**src/rtl/stream_binarizer.sv**
```systemverilog
// Pixel-stream binarizer: compares each raster-order pixel against its per-position threshold
// read from threshold_rom, absorbing the ROM's one-cycle read latency under backpressure.
module stream_binarizer #(
    parameter int unsigned WIDTH  = 256,
    parameter int unsigned HEIGHT = 256,
    parameter int unsigned ADDR_W = 16
) (
    input  logic              clk,
    input  logic              rst,
    input  logic              in_valid,
    output logic              in_ready,
    input  logic [7:0]        in_pixel,
    input  logic              in_sof,
    output logic [ADDR_W-1:0] rom_addr,
    input  logic [7:0]        rom_q,
    output logic              out_valid,
    input  logic              out_ready,
    output logic              out_bit,
    output logic              out_sof,
    output logic              out_eof,
    output logic              sync_err
);

    localparam logic [ADDR_W-1:0] LastIdx = ADDR_W'(WIDTH * HEIGHT - 1);
    localparam logic [ADDR_W-1:0] OneIdx  = ADDR_W'(1);

    // Position of the next pixel to accept
    logic [ADDR_W-1:0] pos_q, pos_d;

    // Stage 1: pixel waiting for its ROM read
    logic              s1_valid_q, s1_valid_d;
    logic [7:0]        s1_pixel_q, s1_pixel_d;
    logic [ADDR_W-1:0] s1_addr_q, s1_addr_d;
    logic              s1_sof_q, s1_sof_d;
    logic              s1_eof_q, s1_eof_d;

    // Output register
    logic out_valid_q, out_valid_d;
    logic out_bit_q, out_bit_d;
    logic out_sof_q, out_sof_d;
    logic out_eof_q, out_eof_d;

    logic sync_err_q, sync_err_d;

    logic              acc;
    logic              adv;
    logic              resync;
    logic [ADDR_W-1:0] idx;
    logic              idx_last;

    always_comb begin
        adv      = s1_valid_q & (~out_valid_q | out_ready);
        in_ready = ~rst & (~s1_valid_q | ~out_valid_q | out_ready);
        acc      = in_valid & in_ready;
        // A start-of-frame marker mid-frame restarts the raster at index 0
        resync   = acc & in_sof & (pos_q != '0);
        idx      = resync ? '0 : pos_q;
        idx_last = (idx == LastIdx);
        // Holding the stage-1 address while idle keeps rom_q valid across stalls
        rom_addr = acc ? idx : s1_addr_q;
    end

    always_comb begin
        pos_d = pos_q;
        if (acc) begin
            if (idx_last) begin
                pos_d = '0;
            end else begin
                pos_d = idx + OneIdx;
            end
        end
    end

    always_comb begin
        s1_valid_d = s1_valid_q;
        s1_pixel_d = s1_pixel_q;
        s1_addr_d  = s1_addr_q;
        s1_sof_d   = s1_sof_q;
        s1_eof_d   = s1_eof_q;
        if (acc) begin
            s1_valid_d = 1'b1;
            s1_pixel_d = in_pixel;
            s1_addr_d  = idx;
            s1_sof_d   = (idx == '0);
            s1_eof_d   = idx_last;
        end else if (adv) begin
            s1_valid_d = 1'b0;
        end
    end

    always_comb begin
        out_valid_d = out_valid_q;
        out_bit_d   = out_bit_q;
        out_sof_d   = out_sof_q;
        out_eof_d   = out_eof_q;
        if (adv) begin
            out_valid_d = 1'b1;
            out_bit_d   = (s1_pixel_q >= rom_q);
            out_sof_d   = s1_sof_q;
            out_eof_d   = s1_eof_q;
        end else if (out_ready) begin
            out_valid_d = 1'b0;
        end
    end

    assign sync_err_d = resync;

    always_ff @(posedge clk or posedge rst) begin
        if (rst) begin
            pos_q       <= '0;
            s1_valid_q  <= 1'b0;
            s1_pixel_q  <= '0;
            s1_addr_q   <= '0;
            s1_sof_q    <= 1'b0;
            s1_eof_q    <= 1'b0;
            out_valid_q <= 1'b0;
            out_bit_q   <= 1'b0;
            out_sof_q   <= 1'b0;
            out_eof_q   <= 1'b0;
            sync_err_q  <= 1'b0;
        end else begin
            pos_q       <= pos_d;
            s1_valid_q  <= s1_valid_d;
            s1_pixel_q  <= s1_pixel_d;
            s1_addr_q   <= s1_addr_d;
            s1_sof_q    <= s1_sof_d;
            s1_eof_q    <= s1_eof_d;
            out_valid_q <= out_valid_d;
            out_bit_q   <= out_bit_d;
            out_sof_q   <= out_sof_d;
            out_eof_q   <= out_eof_d;
            sync_err_q  <= sync_err_d;
        end
    end

    assign out_valid = out_valid_q;
    assign out_bit   = out_bit_q;
    assign out_sof   = out_sof_q;
    assign out_eof   = out_eof_q;
    assign sync_err  = sync_err_q;

endmodule

```
**config.mk**
```make
export PLATFORM = sky130hd
export DESIGN_NAME = stream_binarizer
export DESIGN_NICKNAME = d
export VERILOG_FILES = /design/src/rtl/stream_binarizer.sv
export SDC_FILE = /design/constraint.sdc
export NUM_CORES = 1
export LEC_CHECK = 0
export BUFFER_PORTS_ARGS = -buffer_cell sky130_fd_sc_hd__buf_2
export CAP_MARGIN = 25
export CORE_MARGIN = 10
export CORE_UTILIZATION = 55
export CTS_CLUSTER_DIAMETER = 60
export DETAILED_ROUTE_END_ITERATION = 6
export PLACE_DENSITY_LB_ADDON = 0.25
export SYNTH_ARGS = -nofsm -noshare
export SYNTH_HDL_FRONTEND = slang
export SYNTH_SLANG_ARGS = --single-unit
```
**constraint.sdc**
```tcl
create_clock -name clk -period 3.3 [get_ports clk]
set_input_delay 0.33 -clock clk [delete_from_list [all_inputs] [get_ports clk]]
set_output_delay 0.33 -clock clk [all_outputs]
set_load 0.01 [all_outputs]
```
==> impl_metrics.prom, run 1 <==
# TYPE chip_impl_metric gauge
chip_impl_metric{name="final_layout_size_suffix_gt1_frac",unit=""} 0.196
chip_impl_info{name="biggestRegsByFlops",value="pos_q: 16 flops, s1_addr_q: 16 flops, s1_pixel_q: 8 flops"} 1
chip_impl_info{name="grt_setup_unrepaired",value="false"} 1
chip_impl_metric{name="clk_pin_slew",unit="ps"} 90
chip_impl_info{name="synthFlopType",value="sky130_fd_sc_hd__dfrtp_1"} 1
chip_impl_metric{name="syn_avg_cell_area",unit="µm²"} 8.84
chip_impl_metric{name="routed_wirelength",unit="µm"} 5710
chip_impl_info{name="outcome",value="finished, final reports clean"} 1
chip_impl_metric{name="worst-r2r-setup-slack",unit="ps"} 550
chip_impl_metric{name="die_w",unit="µm"} 86.2
chip_impl_metric{name="grt_pass1_vias",unit=""} 2042
chip_impl_metric{name="power.leakage",unit="nW"} 1.39
chip_impl_metric{name="final_hold_viol_count",unit=""} 0
chip_impl_metric{name="cts_buffer_depth",unit=""} 2
chip_impl_metric{name="timing.clock.skew",unit="ps"} 9.97
chip_impl_metric{name="totalNegativeSetupSlack",unit="ps"} 0
chip_impl_metric{name="antenna_violating_nets_post_route",unit=""} 0
chip_impl_metric{name="n_fill_cell",unit=""} 372
chip_impl_metric{name="yosys.area_share.simple",unit=""} 0.237
chip_impl_metric{name="clock_sink_count",unit=""} 48
chip_impl_metric{name="yosys.area_share.adder",unit=""} 0.0519
chip_impl_metric{name="floorplan.rows",unit=""} 24
chip_impl_metric{name="timing.critical_path.fanout_max",unit=""} 10
chip_impl_metric{name="design_area",unit="µm²"} 2810
chip_impl_metric{name="track_usage",unit=""} 0.160
chip_impl_metric{name="place_hpwl",unit="µm"} 4160
chip_impl_metric{name="antenna_cells_inserted",unit=""} 0
chip_impl_metric{name="areaGrowthSynthToFinish",unit="%"} 16.5
chip_impl_metric{name="final-setup-viol-count",unit=""} 0
chip_impl_metric{name="die_area",unit="µm²"} 7430
chip_impl_metric{name="io_pins",unit=""} 43
chip_impl_metric{name="power.share.clock",unit=""} 0.289
chip_impl_metric{name="p_int",unit="mW"} 1.03
chip_impl_metric{name="worst_ir_drop_vdd",unit="µV"} 322
chip_impl_metric{name="synth.distinct_cells",unit=""} 41
chip_impl_metric{name="combPwrFrac",unit=""} 0.206
chip_impl_metric{name="global_route.overflow_total",unit=""} 0
chip_impl_metric{name="synth-compound-area-share",unit=""} 0.150
chip_impl_metric{name="nets",unit=""} 346
chip_impl_info{name="r2r_start",value="out_valid$_DFFE_PP0P_"} 1
chip_impl_info{name="start_kind",value="input port"} 1
chip_impl_metric{name="antenna_found_initial",unit=""} 0
chip_impl_info{name="dominant_combinational_cell_family_by_area_after_synthesis",value="simple AND/OR/NAND/NOR gates"} 1
chip_impl_metric{name="instances_no_fill",unit=""} 368
chip_impl_metric{name="period_needed",unit="ps"} 2930
chip_impl_info{name="synth_top_cell_by_area",value="sky130_fd_sc_hd__dfrtp_1"} 1
chip_impl_metric{name="synth_seq_cells",unit=""} 48
chip_impl_metric{name="synthXorXnorAreaFrac",unit=""} 0
chip_impl_metric{name="dr.pass1.iters",unit=""} 4
chip_impl_metric{name="p_switching",unit="mW"} 0.472
chip_impl_metric{name="slew_viols_final",unit=""} 0
chip_impl_metric{name="sw_frac_of_total",unit=""} 0.314
chip_impl_metric{name="mappedNetlistNets",unit=""} 304
chip_impl_metric{name="clock_latency_at_the_later_pin_of_the_worst_skew_pair",unit="ps"} 310
chip_impl_metric{name="achievable-frequency",unit="MHz"} 341
chip_impl_metric{name="place_congestion",unit=""} 0.890
chip_impl_metric{name="first_iter_violations",unit=""} 299
chip_impl_info{name="worstHoldPathType",value="in2reg"} 1
chip_impl_metric{name="viasPerCell",unit=""} 5.80
chip_impl_metric{name="grt_pass1_wl",unit="µm"} 9850
chip_impl_metric{name="detailed_place.area",unit="µm²"} 2690
chip_impl_metric{name="starting_utilization_of_the_core_area",unit=""} 0.562
chip_impl_metric{name="syn-instance-count",unit=""} 273
chip_impl_metric{name="worstPathRequired",unit="ps"} 3510
chip_impl_info{name="ys_top_cells_by_area",value="sky130_fd_sc_hd__dfrtp_1, sky130_fd_sc_hd__nand2_1, sky130_fd_sc_hd__ha_1"} 1
chip_impl_metric{name="timing_worst_slew_pin_value",unit="ps"} 439
chip_impl_metric{name="sequential_share_of_power",unit=""} 0.504
chip_impl_metric{name="synth_seq_area_share",unit=""} 0.498
chip_impl_metric{name="synth.mux.area_fraction",unit=""} 0.00934
chip_impl_metric{name="worst_ep_arrival_time",unit="ps"} 3140
chip_impl_metric{name="cts_setup_buffers",unit=""} 0
chip_impl_metric{name="dp.cells",unit=""} 359
chip_impl_info{name="hp-start",value="in_pixel[6]"} 1
chip_impl_info{name="critPathLaunch",value="rst"} 1
chip_impl_metric{name="wl_per_cell",unit="µm"} 15.5
chip_impl_metric{name="die_y",unit="µm"} 86.2
chip_impl_metric{name="portBuffers",unit=""} 42
chip_impl_metric{name="maxSlewHeadroom",unit=""} 0.706
chip_impl_info{name="timing.setup.critical_path_class",value="in2reg"} 1
chip_impl_metric{name="cts_htree_levels",unit=""} 2
chip_impl_metric{name="synth_area",unit="µm²"} 2410
chip_impl_metric{name="floorplan.core_area",unit="µm²"} 4290
chip_impl_info{name="setup.worst_path.end_class",value="flop"} 1
chip_impl_metric{name="finalCritPeriodShare",unit=""} 0.888
chip_impl_info{name="clock_tree_from_tritoncts",value="done"} 1
chip_impl_metric{name="post_synth_top_area_share",unit=""} 0.498
chip_impl_metric{name="grt_start_max_net_pins",unit=""} 44
chip_impl_metric{name="async_flop_share",unit=""} 1.00
chip_impl_metric{name="cts_made_buffers",unit=""} 5
chip_impl_metric{name="timing.max_cap.violations",unit=""} 0
chip_impl_info{name="buffer_cell_driving_the_clock_tree_root",value="sky130_fd_sc_hd__clkbuf_8"} 1
chip_impl_metric{name="num_vias",unit=""} 2133
chip_impl_metric{name="drcViolationCount",unit=""} 0
chip_impl_metric{name="postCtsResizedCells",unit=""} 0
chip_impl_metric{name="synth_edf_count",unit=""} 0
chip_impl_metric{name="p_per_area",unit="nW/µm²"} 535
chip_impl_metric{name="synthesis.yosys.warnings",unit=""} 0
-- logic make-up after synthesis --
logic type / count (synthesis)
DFF: 48
adders and majority gates: 10
buffers and inverters: 34
AOI/OAI and AO/OA: 59
and+or+nand+nor: 120
muxes: 2
-- final timing paths --
kind                            cells past startpoint                   endpoint
worst max-delay path                               12       pos_q[5]$_DFFE_PP0N_
worst min-delay path                                3  s1_pixel_q[6]$_DFFE_PP0N_
worst max register to register                     10       pos_q[5]$_DFFE_PP0N_
worst min register to register                      2  s1_pixel_q[4]$_DFFE_PP0N_
max in group asynchronous                           4       pos_q[3]$_DFFE_PP0N_
min in group asynchronous                           3  s1_pixel_q[6]$_DFFE_PP0N_
-- cell type report --
cell class | instances | area [µm²] | share of cell area
Clock buffer | 5 | 68.8 | 0.0245
Clock inverter | 3 | 46.3 | 0.0165
Inverter | 22 | 82.6 | 0.0294
Multi-Input combinational cell | 191 | 1080 | 0.386
Sequential cell | 48 | 1200 | 0.427
Tap cell | 52 | 65.1 | 0.0231
Timing Repair Buffer | 47 | 263 | 0.0935
-- power by group through the flow --
stage	combinational [mW]	clock, mW	sequential [mW]
4_1_cts	0.316	0.443	0.756
2_1_floorplan	0.201	0	0.748
5_1_grt	0.357	0.470	0.769
3_3_place_gp	0.303	0	0.763
3_5_place_dp	0.314	0	0.767
6_report	0.310	0.435	0.758
-- cells in the final DEF (no fill, tap or decap), drive strengths merged --
cell / Yosys / final
a21o: 1 / 1
o31ai: 6 / 6
nand2: 68 / 68
o22ai: 2 / 2
o211ai: 1 / 1
nand2b: 6 / 6
o41ai: 1 / 1
nand3: 8 / 8
nor2b: 1 / 1
o2111ai: 1 / 1
inv: 22 / 23
or3: 2 / 2
a211o: 1 / 1
a41oi: 1 / 1
o21bai: 2 / 2
clkinvlp: 0 / 1
nor3: 4 / 4
and3b: 1 / 1
nor2: 6 / 6
a21oi: 10 / 10
ha: 10 / 10
nand4: 8 / 8
o211a: 1 / 1
or2: 1 / 1
nor4: 7 / 7
and2: 1 / 1
and3: 2 / 2
buf: 6 / 46
clkbuf: 6 / 5
a31oi: 6 / 6
mux2: 2 / 2
dfrtp: 48 / 48
or4: 4 / 4
o21ai: 23 / 23
o22a: 1 / 1
dlygate4sd3: 0 / 1
a2111oi: 1 / 1
bufinv: 0 / 1
nand3b: 1 / 1
o311ai: 1 / 1
-- synthesized netlist by cell type, drive strengths merged (4+ instances only) --
cell type  count
nand3          8
a31oi          6
ha            10
a21oi         10
buf            6
nand2b         6
or4            4
o31ai          6
nand2         68
dfrtp         48
inv           22
nor4           7
nand4          8
clkbuf         6
nor3           4
nor2           6
o21ai         23
-- layer usage --
| metal | part of all wire | global-route usage | up-vias |
|---|---|---|---|
| met5 | 0 | 0 | - |
| met4 | 0.016 | 0.0412 | 0 |
| met3 | 0.082 | 0.0460 | 10 |
| met2 | 0.48 | 0.258 | 99 |
| met1 | 0.43 | 0.206 | 984 |
| li1 | - | - | 1040 |
-- critical path, stage by stage --
cell,delay (ps)
sky130_fd_sc_hd__dlygate4sd3_1,520
sky130_fd_sc_hd__buf_2,110
sky130_fd_sc_hd__and3b_1,180
sky130_fd_sc_hd__nand2_1,230
sky130_fd_sc_hd__nand2_1,150
sky130_fd_sc_hd__inv_1,80
sky130_fd_sc_hd__ha_1,200
sky130_fd_sc_hd__nand3_1,170
sky130_fd_sc_hd__nor3_1,280
sky130_fd_sc_hd__nand4_1,410
sky130_fd_sc_hd__and3_1,330
sky130_fd_sc_hd__o22a_1,150
-- timing repair --
item,CTS,global route
hold endpoints to repair,2,0
setup endpoints to repair,0,0
hold buffers,1,0
-- stage by stage --
stage          utilization  hold WS, ps  power, mW  worst slack [ps]
2_1_floorplan            -          435      0.949               277
3_3_place_gp         0.626          218       1.07               621
3_5_place_dp         0.626          216       1.08               514
4_1_cts              0.655          202       1.52               432
5_1_grt              0.655          220       1.60               120
6_report             0.655          200       1.50               369
No activity file was read; power rests on OpenSTA's default activity.
==> run 2: changes to the inputs <==
--- a/config.mk
+++ b/config.mk
@@ -8,10 +8,10 @@
 export BUFFER_PORTS_ARGS = -buffer_cell sky130_fd_sc_hd__buf_2
 export CAP_MARGIN = 25
 export CORE_MARGIN = 10
-export CORE_UTILIZATION = 55
+export CORE_UTILIZATION = 53
 export CTS_CLUSTER_DIAMETER = 60
 export DETAILED_ROUTE_END_ITERATION = 6
-export PLACE_DENSITY_LB_ADDON = 0.25
+export PLACE_DENSITY = 0.73
 export SYNTH_ARGS = -nofsm -noshare
 export SYNTH_HDL_FRONTEND = slang
 export SYNTH_SLANG_ARGS = --single-unit
==> run 2 against run 1 <==
  * Clock-buffer cell count is 1 higher
  * Largest cell class unchanged
  * Clock skew is 5.7 ps lower
  * Largest power group unchanged
  * Maximum frequency is 3.5% higher
  * First-iteration DRC count is 24% lower
==> impl_metrics.prom, run 2 (synthesis results as in run 1) <==
# TYPE chip_impl_metric gauge
chip_impl_metric{name="timing_worst_slew_pin_value",unit="ps"} 442
chip_impl_metric{name="cts_made_buffers",unit=""} 5
chip_impl_info{name="crit_chain",value="nor4_1 > nand4_1 > nand3_2 > inv_2 > o31ai_1 > buf_2"} 1
chip_impl_metric{name="timing.critical_path.fanout_max",unit=""} 15
chip_impl_metric{name="global_route.overflow_total",unit=""} 0
chip_impl_metric{name="areaGrowthSynthToFinish",unit="%"} 15.5
chip_impl_metric{name="place_hpwl",unit="µm"} 4110
chip_impl_metric{name="critPathBufInv",unit=""} 2
chip_impl_info{name="biggestRegsByFlops",value="pos_q: 16 flops, s1_addr_q: 16 flops, s1_pixel_q: 8 flops"} 1
chip_impl_metric{name="max_stage_delay",unit="ps"} 480
chip_impl_metric{name="die_y",unit="µm"} 87.5
chip_impl_metric{name="cts_setup_buffers",unit=""} 0
chip_impl_info{name="layout_common_cells",value="sky130_fd_sc_hd__nand2_1, sky130_fd_sc_hd__dfrtp_1, sky130_fd_sc_hd__buf_2"} 1
chip_impl_info{name="clock_tree_from_tritoncts",value="done"} 1
chip_impl_metric{name="grt_pass1_vias",unit=""} 2093
chip_impl_metric{name="first_iter_violations",unit=""} 227
chip_impl_metric{name="viasPerCell",unit=""} 5.72
chip_impl_metric{name="final-setup-viol-count",unit=""} 0
chip_impl_metric{name="starting_utilization_of_the_core_area",unit=""} 0.550
chip_impl_metric{name="grt_pass1_wl",unit="µm"} 9570
chip_impl_metric{name="clk_pin_slew",unit="ps"} 80
chip_impl_metric{name="postCtsResizedCells",unit=""} 0
chip_impl_metric{name="cts_hold_buffers",unit=""} 0
chip_impl_metric{name="antenna_cells_inserted",unit=""} 0
chip_impl_metric{name="totalNegativeSetupSlack",unit="ps"} 0
chip_impl_info{name="critical_path.top_delay_family",value="simple AND/OR/NAND/NOR gates"} 1
chip_impl_metric{name="maxSlewHeadroom",unit=""} 0.703
chip_impl_metric{name="antenna_violating_nets_post_route",unit=""} 0
chip_impl_metric{name="final_critical_path_setup_slack",unit="ps"} 468
chip_impl_metric{name="wl_per_cell",unit="µm"} 15.3
chip_impl_info{name="worstHoldPathType",value="in2async"} 1
chip_impl_metric{name="final_layout_size_suffix_gt1_frac",unit=""} 0.191
chip_impl_metric{name="slew_viols_final",unit=""} 0
chip_impl_metric{name="p_per_area",unit="nW/µm²"} 531
chip_impl_metric{name="worst-r2r-setup-slack",unit="ps"} 610
chip_impl_info{name="setup.worst_path.end_class",value="output port"} 1
chip_impl_metric{name="drcViolationCount",unit=""} 0
chip_impl_info{name="worst_path_max_delay_cell",value="sky130_fd_sc_hd__dfrtp_1"} 1
chip_impl_metric{name="place_congestion",unit=""} 0.879
chip_impl_metric{name="io_pins",unit=""} 43
chip_impl_metric{name="power.leakage",unit="nW"} 1.38
chip_impl_metric{name="timing.max_cap.violations",unit=""} 0
chip_impl_metric{name="period_needed",unit="ps"} 2830
chip_impl_metric{name="die_area",unit="µm²"} 7650
chip_impl_metric{name="clock_sink_count",unit=""} 48
chip_impl_metric{name="setup_slack_after_placement",unit="ps"} 495
chip_impl_metric{name="nets",unit=""} 344
chip_impl_metric{name="cts_buffer_depth",unit=""} 2
chip_impl_metric{name="worst_ep_arrival_time",unit="ps"} 2500
chip_impl_metric{name="worst_ir_drop_vdd",unit="µV"} 308
chip_impl_metric{name="portBuffers",unit=""} 42
chip_impl_metric{name="antenna_found_initial",unit=""} 0
chip_impl_metric{name="floorplan.core_area",unit="µm²"} 4380
chip_impl_info{name="timing.setup.critical_path_class",value="reg2out"} 1
chip_impl_info{name="start_kind",value="flop"} 1
chip_impl_metric{name="routed_wirelength",unit="µm"} 5610
chip_impl_info{name="mostFrequentLayoutCell",value="sky130_fd_sc_hd__nand2_1"} 1
chip_impl_metric{name="track_usage",unit=""} 0.154
chip_impl_metric{name="achievable-frequency",unit="MHz"} 353
chip_impl_metric{name="floorplan.rows",unit=""} 24
chip_impl_metric{name="final_hold_viol_count",unit=""} 0
chip_impl_info{name="buffer_cell_driving_the_clock_tree_root",value="sky130_fd_sc_hd__clkbuf_8"} 1
chip_impl_metric{name="cts_htree_levels",unit=""} 2
chip_impl_metric{name="clock_latency_at_the_later_pin_of_the_worst_skew_pair",unit="ps"} 300
chip_impl_metric{name="dr.pass1.iters",unit=""} 4
chip_impl_metric{name="grt_start_max_net_pins",unit=""} 45
chip_impl_metric{name="timing.clock.skew",unit="ps"} 4.25
chip_impl_metric{name="worstPathRequired",unit="ps"} 2970
chip_impl_metric{name="die_w",unit="µm"} 87.5
chip_impl_info{name="grt_setup_unrepaired",value="false"} 1
chip_impl_metric{name="num_vias",unit=""} 2094
chip_impl_metric{name="n_fill_cell",unit=""} 395
chip_impl_info{name="outcome",value="finished, final reports clean"} 1
chip_impl_metric{name="finalCritPeriodShare",unit=""} 0.858
[run 2: changes by cell type in the layout (fill, tap and decap cells not counted), sizes merged]
cell         delta
clkbuf          +1
buf             -1
clkinvlp        -1
dlygate4sd3     -1
clkinv          +1
inv             -1
[run 2: final timing paths]
check	from	to	cells after the start
max	pos_q[7]$_DFFE_PP0N_	rom_addr[3]	6
min	rst	pos_q[1]$_DFFE_PP0N_	2
max reg2reg	out_valid$_DFFE_PP0P_	pos_q[5]$_DFFE_PP0N_	10
min reg2reg	s1_addr_q[15]$_DFF_PP0_	s1_addr_q[15]$_DFF_PP0_	2
max in group asynchronous	rst	pos_q[3]$_DFFE_PP0N_	3
min in group clk	in_pixel[6]	s1_pixel_q[6]$_DFFE_PP0N_	3
[run 2: per-stage QoR]
stage	instance area, µm²	util	hold slack [ps]	cells	total power [mW]
after global routing	2790	0.636	63.2	366	1.57
after global placement	2680	0.611	376	358	1.07
after floorplan	2410	-	435	273	0.949
after detailed placement	2680	0.611	374	358	1.08
final	2790	0.636	32.4	366	1.48
after CTS	2790	0.636	45.4	366	1.50
[run 2: area by class of cell]
type	instances	area [µm²]	area share
Clock buffer	6	72.6	0.0260
Clock inverter	2	35.0	0.0126
Timing Repair Buffer	45	245	0.0880
Sequential cell	48	1200	0.431
Tap cell	52	65.1	0.0233
Multi-Input combinational cell	191	1080	0.389
Inverter	22	82.6	0.0296
[run 2: power by group]
group / leakage [nW] / switching, mW / internal (mW) / total (mW)
Combinational: 0.712 / 0.183 / 0.122 / 0.305
Sequential: 0.617 / 0.0778 / 0.680 / 0.757
Clock: 0.0552 / 0.192 / 0.225 / 0.417
[run 2: routing by layer]
metal	vias to the layer above	routed length [µm]	track usage
met5	-	0	0
met4	0	89	0.0623
met3	8	460	0.0393
met2	74	2650	0.249
met1	973	2420	0.190
li1	1039	-	-
